===== src/rtl/alu_sequencer_if.sv =====
// Macro-op handshake plus the ALU-side instruction/data bus of the sequencer.
// The master is the requester/ALU environment; the slave is the sequencer.
interface alu_sequencer_if;
    logic       op_valid;
    logic       op_ready;
    logic [3:0] opcode;
    logic [3:0] operand_a;
    logic [3:0] operand_b;
    logic [2:0] func;
    logic [3:0] alu_instr;
    logic [3:0] bus_out;
    logic       bus_oe;
    logic [3:0] bus_in;
    logic [3:0] result;
    logic       done;
    logic       err;

    modport master (
        output op_valid, opcode, operand_a, operand_b, func, bus_in,
        input  op_ready, alu_instr, bus_out, bus_oe, result, done, err
    );

    modport slave (
        input  op_valid, opcode, operand_a, operand_b, func, bus_in,
        output op_ready, alu_instr, bus_out, bus_oe, result, done, err
    );
endinterface


===== src/rtl/alu_sequencer.sv =====
// Microcode sequencer: expands one macro-op into a stream of 4-bit ALU
// instructions from a 16-word ROM, driving operands and capturing results.
module alu_sequencer (
    input  logic            clk,
    input  logic            rst,
    alu_sequencer_if.slave  sif
);
    typedef enum logic [1:0] {SRC_NONE, SRC_A, SRC_B, SRC_F} src_e;
    typedef enum logic {IDLE, RUN} state_e;

    typedef struct packed {
        logic [3:0] instr;
        src_e       src;
        logic       cap;
        logic       last;
    } uword_t;

    function automatic uword_t rom(input logic [3:0] addr);
        uword_t w;
        case (addr)
            4'd0:  w = '{4'h0, SRC_NONE, 1'b0, 1'b1};
            4'd1:  w = '{4'h1, SRC_A,    1'b0, 1'b0};
            4'd2:  w = '{4'h2, SRC_B,    1'b0, 1'b0};
            4'd3:  w = '{4'h5, SRC_NONE, 1'b0, 1'b0};
            4'd4:  w = '{4'h7, SRC_NONE, 1'b1, 1'b1};
            4'd5:  w = '{4'h1, SRC_A,    1'b0, 1'b0};
            4'd6:  w = '{4'h2, SRC_B,    1'b0, 1'b0};
            4'd7:  w = '{4'h6, SRC_NONE, 1'b0, 1'b0};
            4'd8:  w = '{4'h7, SRC_NONE, 1'b1, 1'b1};
            4'd9:  w = '{4'h1, SRC_A,    1'b0, 1'b0};
            4'd10: w = '{4'h2, SRC_B,    1'b0, 1'b0};
            4'd11: w = '{4'h3, SRC_F,    1'b0, 1'b0};
            4'd12: w = '{4'h4, SRC_NONE, 1'b0, 1'b0};
            4'd13: w = '{4'h7, SRC_NONE, 1'b1, 1'b1};
            4'd14: w = '{4'h8, SRC_NONE, 1'b1, 1'b1};
            default: w = '{4'hF, SRC_NONE, 1'b0, 1'b1};
        endcase
        return w;
    endfunction

    function automatic logic [3:0] start_addr(input logic [3:0] op);
        case (op)
            4'd1:    return 4'd1;
            4'd2:    return 4'd5;
            4'd3:    return 4'd9;
            4'd4:    return 4'd14;
            4'd5:    return 4'd15;
            default: return 4'd0;
        endcase
    endfunction

    state_e     state, nxt_state;
    logic [3:0] upc, nxt_upc;
    logic [3:0] a_q, b_q, nxt_a, nxt_b;
    logic [2:0] f_q, nxt_f;
    logic [3:0] alu_instr_q, bus_out_q, result_q;
    logic       bus_oe_q, done_q, err_q;
    logic       accept, legal;
    uword_t     cur_w, nxt_w;
    logic [3:0] nxt_bus;

    assign sif.op_ready  = (state == IDLE) && !rst;
    assign sif.alu_instr = alu_instr_q;
    assign sif.bus_out   = bus_out_q;
    assign sif.bus_oe    = bus_oe_q;
    assign sif.result    = result_q;
    assign sif.done      = done_q;
    assign sif.err       = err_q;

    assign accept = sif.op_valid && sif.op_ready;
    assign legal  = (sif.opcode <= 4'd5);
    assign cur_w  = rom(upc);

    always_comb begin
        nxt_state = state;
        nxt_upc   = upc;
        nxt_a     = accept ? sif.operand_a : a_q;
        nxt_b     = accept ? sif.operand_b : b_q;
        nxt_f     = accept ? sif.func      : f_q;
        if (state == IDLE) begin
            if (accept && legal) begin
                nxt_state = RUN;
                nxt_upc   = start_addr(sif.opcode);
            end
        end else if (cur_w.last) begin
            nxt_state = IDLE;
        end else begin
            nxt_upc = upc + 4'd1;
        end
    end

    // Outputs are registered from the word the next cycle will execute.
    assign nxt_w = rom(nxt_upc);

    always_comb begin
        nxt_bus = 4'h0;
        case (nxt_w.src)
            SRC_A:   nxt_bus = nxt_a;
            SRC_B:   nxt_bus = nxt_b;
            SRC_F:   nxt_bus = {1'b0, nxt_f};
            default: nxt_bus = 4'h0;
        endcase
    end

    always_ff @(posedge clk or posedge rst) begin
        if (rst) begin
            state       <= IDLE;
            upc         <= 4'd0;
            a_q         <= 4'h0;
            b_q         <= 4'h0;
            f_q         <= 3'h0;
            alu_instr_q <= 4'h0;
            bus_out_q   <= 4'h0;
            bus_oe_q    <= 1'b0;
            result_q    <= 4'h0;
            done_q      <= 1'b0;
            err_q       <= 1'b0;
        end else begin
            state <= nxt_state;
            upc   <= nxt_upc;
            a_q   <= nxt_a;
            b_q   <= nxt_b;
            f_q   <= nxt_f;
            done_q <= ((state == RUN) && cur_w.last) || (accept && !legal);
            err_q  <= accept && !legal;
            if ((state == RUN) && cur_w.cap)
                result_q <= sif.bus_in;
            if (nxt_state == RUN) begin
                alu_instr_q <= nxt_w.instr;
                bus_oe_q    <= (nxt_w.src != SRC_NONE);
                bus_out_q   <= (nxt_w.src != SRC_NONE) ? nxt_bus : 4'h0;
            end else begin
                alu_instr_q <= 4'h0;
                bus_oe_q    <= 1'b0;
                bus_out_q   <= 4'h0;
            end
        end
    end
endmodule


===== src/flat_wrapper.sv =====
// flat-port wrapper written by rule: the top's interface ports become plain ports
module alu_sequencer_flat 
  (clk, rst, sif_op_valid, sif_opcode, sif_operand_a, sif_operand_b, sif_func, sif_bus_in, sif_op_ready, sif_alu_instr, sif_bus_out, sif_bus_oe, sif_result, sif_done, sif_err);
  alu_sequencer_if sif_i ();
  input  logic clk;
  input  logic rst;
  input wire logic [$bits(sif_i.op_valid)-1:0] sif_op_valid;
  input wire logic [$bits(sif_i.opcode)-1:0] sif_opcode;
  input wire logic [$bits(sif_i.operand_a)-1:0] sif_operand_a;
  input wire logic [$bits(sif_i.operand_b)-1:0] sif_operand_b;
  input wire logic [$bits(sif_i.func)-1:0] sif_func;
  input wire logic [$bits(sif_i.bus_in)-1:0] sif_bus_in;
  output wire logic [$bits(sif_i.op_ready)-1:0] sif_op_ready;
  output wire logic [$bits(sif_i.alu_instr)-1:0] sif_alu_instr;
  output wire logic [$bits(sif_i.bus_out)-1:0] sif_bus_out;
  output wire logic [$bits(sif_i.bus_oe)-1:0] sif_bus_oe;
  output wire logic [$bits(sif_i.result)-1:0] sif_result;
  output wire logic [$bits(sif_i.done)-1:0] sif_done;
  output wire logic [$bits(sif_i.err)-1:0] sif_err;
  assign sif_i.op_valid = sif_op_valid;
  assign sif_i.opcode = sif_opcode;
  assign sif_i.operand_a = sif_operand_a;
  assign sif_i.operand_b = sif_operand_b;
  assign sif_i.func = sif_func;
  assign sif_i.bus_in = sif_bus_in;
  assign sif_op_ready = sif_i.op_ready;
  assign sif_alu_instr = sif_i.alu_instr;
  assign sif_bus_out = sif_i.bus_out;
  assign sif_bus_oe = sif_i.bus_oe;
  assign sif_result = sif_i.result;
  assign sif_done = sif_i.done;
  assign sif_err = sif_i.err;
  alu_sequencer u_core (.clk(clk), .rst(rst), .sif(sif_i));
endmodule

===== config.mk =====
export PLATFORM = sky130hd
export DESIGN_NAME = alu_sequencer_flat
export DESIGN_NICKNAME = d
export VERILOG_FILES = /design/src/rtl/alu_sequencer_if.sv /design/src/rtl/alu_sequencer.sv /design/src/flat_wrapper.sv
export SDC_FILE = /design/constraint.sdc
export NUM_CORES = 1
export LEC_CHECK = 0
export CORE_MARGIN = 2
export CORE_UTILIZATION = 31
export DETAILED_ROUTE_END_ITERATION = 6
export GPL_TIMING_DRIVEN = 0
export PLACE_DENSITY_LB_ADDON = 0.05
export SYNTH_ARGS = -nofsm -noshare
export SYNTH_HDL_FRONTEND = slang
export SYNTH_SLANG_ARGS = --single-unit

===== constraint.sdc =====
create_clock -name clk -period 3.5 [get_ports clk]
set_input_delay 0.525 -clock clk [delete_from_list [all_inputs] [get_ports clk]]
set_output_delay 0.525 -clock clk [all_outputs]
set_load 0.005 [all_outputs]

==> impl_metrics.json, run 1 <==
{
  "outcome": "completed",
  "p_clk_frac": 0.172,
  "critical_path_class": "in2reg",
  "numPortBuffers": 37,
  "grt_max_degree": 32,
  "rsz0062_at_grt": "no",
  "p_leak_uw": 0.00100,
  "cts.sinks": 31,
  "grt_pass1_wl_mm": 6.93,
  "fmax_mhz": 319,
  "cts_buffer_depth": 2,
  "cts_resized": 0,
  "finalHoldViolations": 0,
  "finalCritPeriodShare": 0.897,
  "dpl.hpwl_mm": 2.95,
  "ff_latch_area_um2": 776,
  "use_met1": 0.178,
  "core_area_um2": 5470,
  "maxCapViolCount": 0,
  "antenna_found_initial": 0,
  "n_fill_cell": 559,
  "synth_compound_area_frac": 0.183,
  "diodes": 0,
  "tightest_slew_ns": 0.944,
  "viasPerCell": 4.87,
  "synth_top_family_by_area": "compound AO/OA/AOI/OAI gates",
  "yosys.area_share.simple": 0.155,
  "wire_per_inst_um": 14.4,
  "finalMaxSlewViolations": 0,
  "power_density_nw_per_um2": 897,
  "routed_wirelength_mm": 4.04,
  "drtPass1Iterations": 4,
  "slew_headroom": 0.371,
  "gp_congestion": 0.781,
  "synthAdderAreaFrac": 0.0571,
  "synth_edf_count": 0,
  "ys_seq_area_frac": 0.443,
  "place_area_um2": 2210,
  "fin_tns_setup_ns": 0,
  "stdcell_area_um2": 2360,
  "synth_top_flop_cell": "dfrtp_1",
  "peakVddDrop_mv": 0.391,
  "worstPathArrival_ns": 3.34,
  "cp_data_required_time_ns": 3.71,
  "min_path_type": "reg2reg",
  "clk_latency_ns": 0.28,
  "die-height_um": 79.2,
  "drive_gt1_frac": 0.188,
  "grt_pass1_vias": 1460,
  "ys_types": 52,
  "die-area_um2": 6270,
  "p_sw_frac": 0.395,
  "multi_input_area_um2": 898,
  "h-tree-depth": 2,
  "fin_crit_ns": 3.14,
  "dr.first_iter.drc_count": 38,
  "path_clk_slew_ns": 0.07,
  "cts_made_buffers": 5,
  "num_rows": 27,
  "use_met2": 0.234,
  "switchingPower_uw": 836,
  "syn_area_per_cell_um2": 10.8,
  "yosys_warnings": 0,
  "synth-async-reset-ratio": 1.00,
  "cp-start-kind": "input port",
  "rrSetupSlack_ns": 0.57,
  "final_nets": 237,
  "skew_ns": 0.00296,
  "cts_setup_buffers": 0,
  "fp.dieW_um": 79.2,
  "ant_nets": 0,
  "syn_nets": 192,
  "seq_power_share": 0.274,
  "initial_core_util": 0.320,
  "cp_max_fo": 8,
  "cts_tree": "built",
  "ios": 38,
  "ys_seq_elements": 31,
  "syn_inst": 162,
  "busiest_layer": "met2",
  "comb_power_share": 0.554,
  "synth_mux_area_frac": 0.113,
  "vias": 1364,
  "internal_power_uw": 1280,
  "synth_xor_area_frac": 0.00500,
  "grtUsageTotal": 0.143,
  "cts-root-buf": "clkbuf_8",
  "grt_overflow_total": 0,
  "crit_path_end_kind": "flip-flop",
  "drc_errors": 0,
  "met3_usage": 0.0443,
  "syn_to_final_growth_pct": 34.6,
  "finalSetupViolations": 0,
  "synth.cell_area_um2": 1750,
  "cts_hold_buf": 0
}
[critical path: stages]
cell and delay, ns:
clkdlybuf4s50_1 0.48, nor4b_4 0.49, a21oi_2 0.10, o311ai_2 0.61, inv_2 0.14, ha_1 0.28
nand2_1 0.11, o21ai_4 0.10, or3b_1 0.38, a21oi_1 0.12
[registers in the layout (all words and copies together), names as in the netlist, 3 cells and up]
name and count:
u_core.a_q 4, u_core.b_q 4, u_core.f_q 3, u_core.sif.alu_instr 4, u_core.sif.bus_out 4, u_core.sif.result 4
u_core.upc 4
[per-stage QoR]
| stage | power (µW) | util | std cells | hold WS, ns | setup WS, ns |
|---|---|---|---|---|---|
| 4_1_cts | 2140 | 0.426 | 279 | 0.501 | 0.353 |
| 3_3_place_gp | 1740 | 0.404 | 271 | 0.477 | 0.0964 |
| 2_1_floorplan | 1390 | - | 162 | 0.460 | 0.881 |
| 6_report | 2120 | 0.431 | 280 | 0.498 | 0.362 |
| 3_5_place_dp | 1760 | 0.404 | 271 | 0.485 | 0.0556 |
| 5_1_grt | 2320 | 0.431 | 280 | 0.520 | 0.100 |
[cells in the mapped netlist (all sizes together), types with 2 or more instances]
| cell type | number | area (µm²) |
|---|---|---|
| o211ai | 4 | 35.0 |
| mux2 | 14 | 158 |
| mux2i | 4 | 40.0 |
| nand3 | 2 | 10.0 |
| o311ai | 3 | 33.8 |
| o221a | 2 | 22.5 |
| nor2 | 7 | 26.3 |
| nand4 | 3 | 18.8 |
| nor4b | 2 | 32.5 |
| nand3b | 2 | 15.0 |
| a211oi | 2 | 15.0 |
| dfrtp | 31 | 776 |
| a21o | 2 | 15.0 |
| ha | 8 | 100 |
| inv | 11 | 41.3 |
| o21ai | 5 | 36.3 |
| a21oi | 9 | 60.1 |
| buf | 3 | 23.8 |
| nand2b | 5 | 31.3 |
| nor3 | 2 | 10.0 |
| nand2 | 15 | 56.3 |
| nor2b | 4 | 25.0 |
| clkbuf | 3 | 12.5 |
| a21boi | 3 | 26.3 |
[area by class of cell]
type	count	area share
plain buffers	6	0.0154
well taps	72	0.0382
flip-flops and latches	31	0.329
clock buffers	6	0.0350
multi-input cells	114	0.381
repair buffers	38	0.169
inverters	11	0.0175
clock inverters	2	0.0149
[layout by cell type, fill, tap and decap left out, types with 3 or more instances in the layout]
cell,Yosys,final
a21oi_1,7,7
clkbuf_8,0,6
clkdlybuf4s50_1,0,37
dfrtp_1,31,31
ha_1,8,8
inv_1,8,8
inv_2,3,3
mux2_2,14,14
mux2i_1,4,4
nand2_1,15,15
nand2b_1,5,5
nand4_1,3,3
nor2_1,7,7
nor2b_1,4,4
o211ai_1,3,3
o21ai_0,4,4
[cell families (layout without fill, tap and decap cells)]
group           after synthesis  in the layout
mux                          18             18
buf+inv                      17             63
flops                        31             31
xor+xnor                      1              1
simple gates                 48             48
compound gates               39             39
fa+ha+maj                     8              8
[per-layer routing]
layer | share of wire | wire, µm
met4 | 0.016 | 66
met5 | 0 | 0
met2 | 0.48 | 1930
met1 | 0.45 | 1830
met3 | 0.050 | 201
[worst paths after layout]
check                         startpoint               endpoint  cells past startpoint
setup reg to reg           u_core.upc[0]  u_core.sif.bus_out[3]                     11
hold / removal             u_core.a_q[3]          u_core.a_q[3]                      1
max in group asynchronous            rst          u_core.a_q[0]                      3
min in group asynchronous            rst   u_core.sif.result[0]                      2
setup / recovery           sif_opcode[3]  u_core.sif.bus_out[3]                     10
hold reg to reg            u_core.a_q[3]          u_core.a_q[3]                      1
[power groups by stage]
stage | clock network [µW] | registers (µW) | logic, µW
global route | 402 | 604 | 1320
CTS | 376 | 582 | 1180
global placement | 0 | 581 | 1160
finish | 365 | 579 | 1170
detailed placement | 0 | 588 | 1170
floorplan | 0 | 578 | 814
No activity file was read; power rests on OpenSTA's default activity.
==> run 2: changes to the inputs <==
- CORE_MARGIN: 2 -> 10
- REMOVE_ABC_BUFFERS: not set -> 1
==> impl_metrics.json, run 2 (synthesized netlist as in run 1, its figures left out) <==
{
  "drtPass1Iterations": 4,
  "syn_to_final_growth_pct": 30.9,
  "drc_errors": 0,
  "maxCapViolCount": 0,
  "rrSetupSlack_ns": 0.44,
  "holdPathEnd": "u_core.a_q[3]",
  "cts.sinks": 31,
  "finalHoldViolations": 0,
  "initial_core_util": 0.318,
  "grt_overflow_total": 0,
  "cts_hold_buf": 0,
  "vias": 1366,
  "fmax_mhz": 313,
  "skew_ns": 0.00340,
  "drive_gt1_frac": 0.169,
  "path_clk_slew_ns": 0.06,
  "ios": 38,
  "cp-start-kind": "input port",
  "internal_power_uw": 1250,
  "cts_setup_buffers": 0,
  "tightest_slew_ns": 1.14,
  "grtUsageTotal": 0.0980,
  "finalSetupViolations": 0,
  "r2r-end": "u_core.sif.bus_out[3]",
  "finalWorstSetupSlack_ns": 0.307,
  "finalCritPeriodShare": 0.912,
  "ant_nets": 0,
  "final_common_cell": "clkdlybuf4s50_1",
  "hold_path_depth": 1,
  "crit_chain": "clkdlybuf4s50_1, nor4b_4, a21oi_2, o311ai_2, inv_2, ha_1, nand2_1, o21ai_4, or3b_1, a21oi_1",
  "total_power_uw": 2080,
  "wire_per_inst_um": 15.4,
  "final_cell_mix": "clkdlybuf4s50_1, dfrtp_1, nand2_1",
  "cp_max_fo": 8,
  "fp.dieW_um": 95.2,
  "finalMaxSlewViolations": 0,
  "cts_buffer_depth": 2,
  "rsz0062_at_grt": "no",
  "power_density_nw_per_um2": 909,
  "min_path_type": "reg2reg",
  "viasPerCell": 5.00,
  "place_area_um2": 2180,
  "cts_resized": 0,
  "h-tree-depth": 2,
  "grt_pass1_wl_mm": 7.06,
  "comb_power_share": 0.530,
  "peakVddDrop_mv": 0.405,
  "die-area_um2": 9060,
  "critPathTopFamily": "simple AND/OR/NAND/NOR gates",
  "worstPathArrival_ns": 3.39,
  "routed_wirelength_mm": 4.20,
  "outcome": "completed",
  "worstPathBufferInverterCount": 2,
  "slowest_delay_ns": 0.63,
  "dpl.hpwl_mm": 3.22,
  "switchingPower_uw": 838,
  "r2r_cells": 9,
  "holdCritStartpoint": "u_core.a_q[3]",
  "final_nets": 230,
  "p_clk_frac": 0.174,
  "die-height_um": 95.2,
  "p_sw_frac": 0.402,
  "cts_made_buffers": 5,
  "critical_path_class": "in2reg",
  "dr.first_iter.drc_count": 44,
  "r2r_start": "u_core.state",
  "seq_power_share": 0.295,
  "p_leak_uw": 0.000967,
  "fin_tns_setup_ns": 0,
  "num_rows": 27,
  "cts-root-buf": "clkbuf_8",
  "grt_pass1_vias": 1401,
  "pre_cts_slack_ns": 0.00532,
  "gp_congestion": 0.767,
  "fin_crit_ns": 3.19,
  "crit_path_end_kind": "flip-flop",
  "hold_ws_ns": 0.494,
  "diodes": 0,
  "slew_headroom": 0.239,
  "core_area_um2": 5510,
  "crit_slowest_cell": "o311ai_2",
  "cts_tree": "built",
  "numPortBuffers": 37,
  "cp_data_required_time_ns": 3.70,
  "stdcell_area_um2": 2290,
  "clk_latency_ns": 0.28,
  "grt_max_degree": 32,
  "antenna_found_initial": 0
}
run 2: changes by cell type in the layout (fill, tap and decap cells not counted):
cell,change
clkbuf_2,-1
buf_16,-1
buf_4,-1
clkbuf_1,-2
buf_2,-1
buf_6,-1
run 2: metal layers:
layer  track usage  wire [µm]  vias up
li1              -          -      657
met1         0.115       1810      663
met2         0.160       2020       37
met3        0.0353        316        9
met4        0.0374         58        0
met5             0          0        -
run 2: how the worst max path moves through the flow:
stage | slack (ns) | from | end | depth (start not counted)
6_report | 0.31 | sif_opcode[3] | u_core.sif.bus_out[3] | 10
2_1_floorplan | 0.85 | u_core.state | u_core.sif.bus_out[3] | 9
3_3_place_gp | 0.06 | sif_opcode[3] | u_core.sif.bus_out[3] | 10
5_1_grt | 0.14 | sif_opcode[3] | u_core.sif.bus_out[3] | 10
3_5_place_dp | 0.005 | sif_opcode[3] | u_core.sif.bus_out[3] | 10
4_1_cts | 0.29 | sif_opcode[3] | u_core.sif.bus_out[3] | 10
run 2: metrics by stage:
step           utilization  cells
2_1_floorplan            -    156
3_3_place_gp         0.395    265
3_5_place_dp         0.395    265
4_1_cts              0.416    273
5_1_grt              0.416    273
6_report             0.416    273
run 2: worst register-to-register path, stage by stage, from the launching register on:
cell      delay (ns)
dfrtp_1         0.57
nor4b_4         0.52
a21oi_2         0.10
o311ai_2        0.63
inv_2           0.14
ha_1            0.29
nand2_1         0.12
o21ai_4         0.11
or3b_1          0.38
a21oi_1         0.12
run 2: final cells by class:
type,instances,area (µm²)
Tap cell,72,90.1
Timing Repair Buffer,37,370
Fill cell,536,3210
Multi-Input combinational cell,114,898
Inverter,11,41.3
Sequential cell,31,776
Clock buffer,6,82.6
Clock inverter,2,35.0
run 2: power by group through the flow:
| stage | logic [µW] | clock network (µW) | registers (µW) |
|---|---|---|---|
| 2_1_floorplan | 752 | 0 | 604 |
| 3_3_place_gp | 1090 | 0 | 618 |
| 3_5_place_dp | 1110 | 0 | 624 |
| 4_1_cts | 1120 | 377 | 617 |
| 5_1_grt | 1220 | 394 | 641 |
| 6_report | 1110 | 364 | 616 |
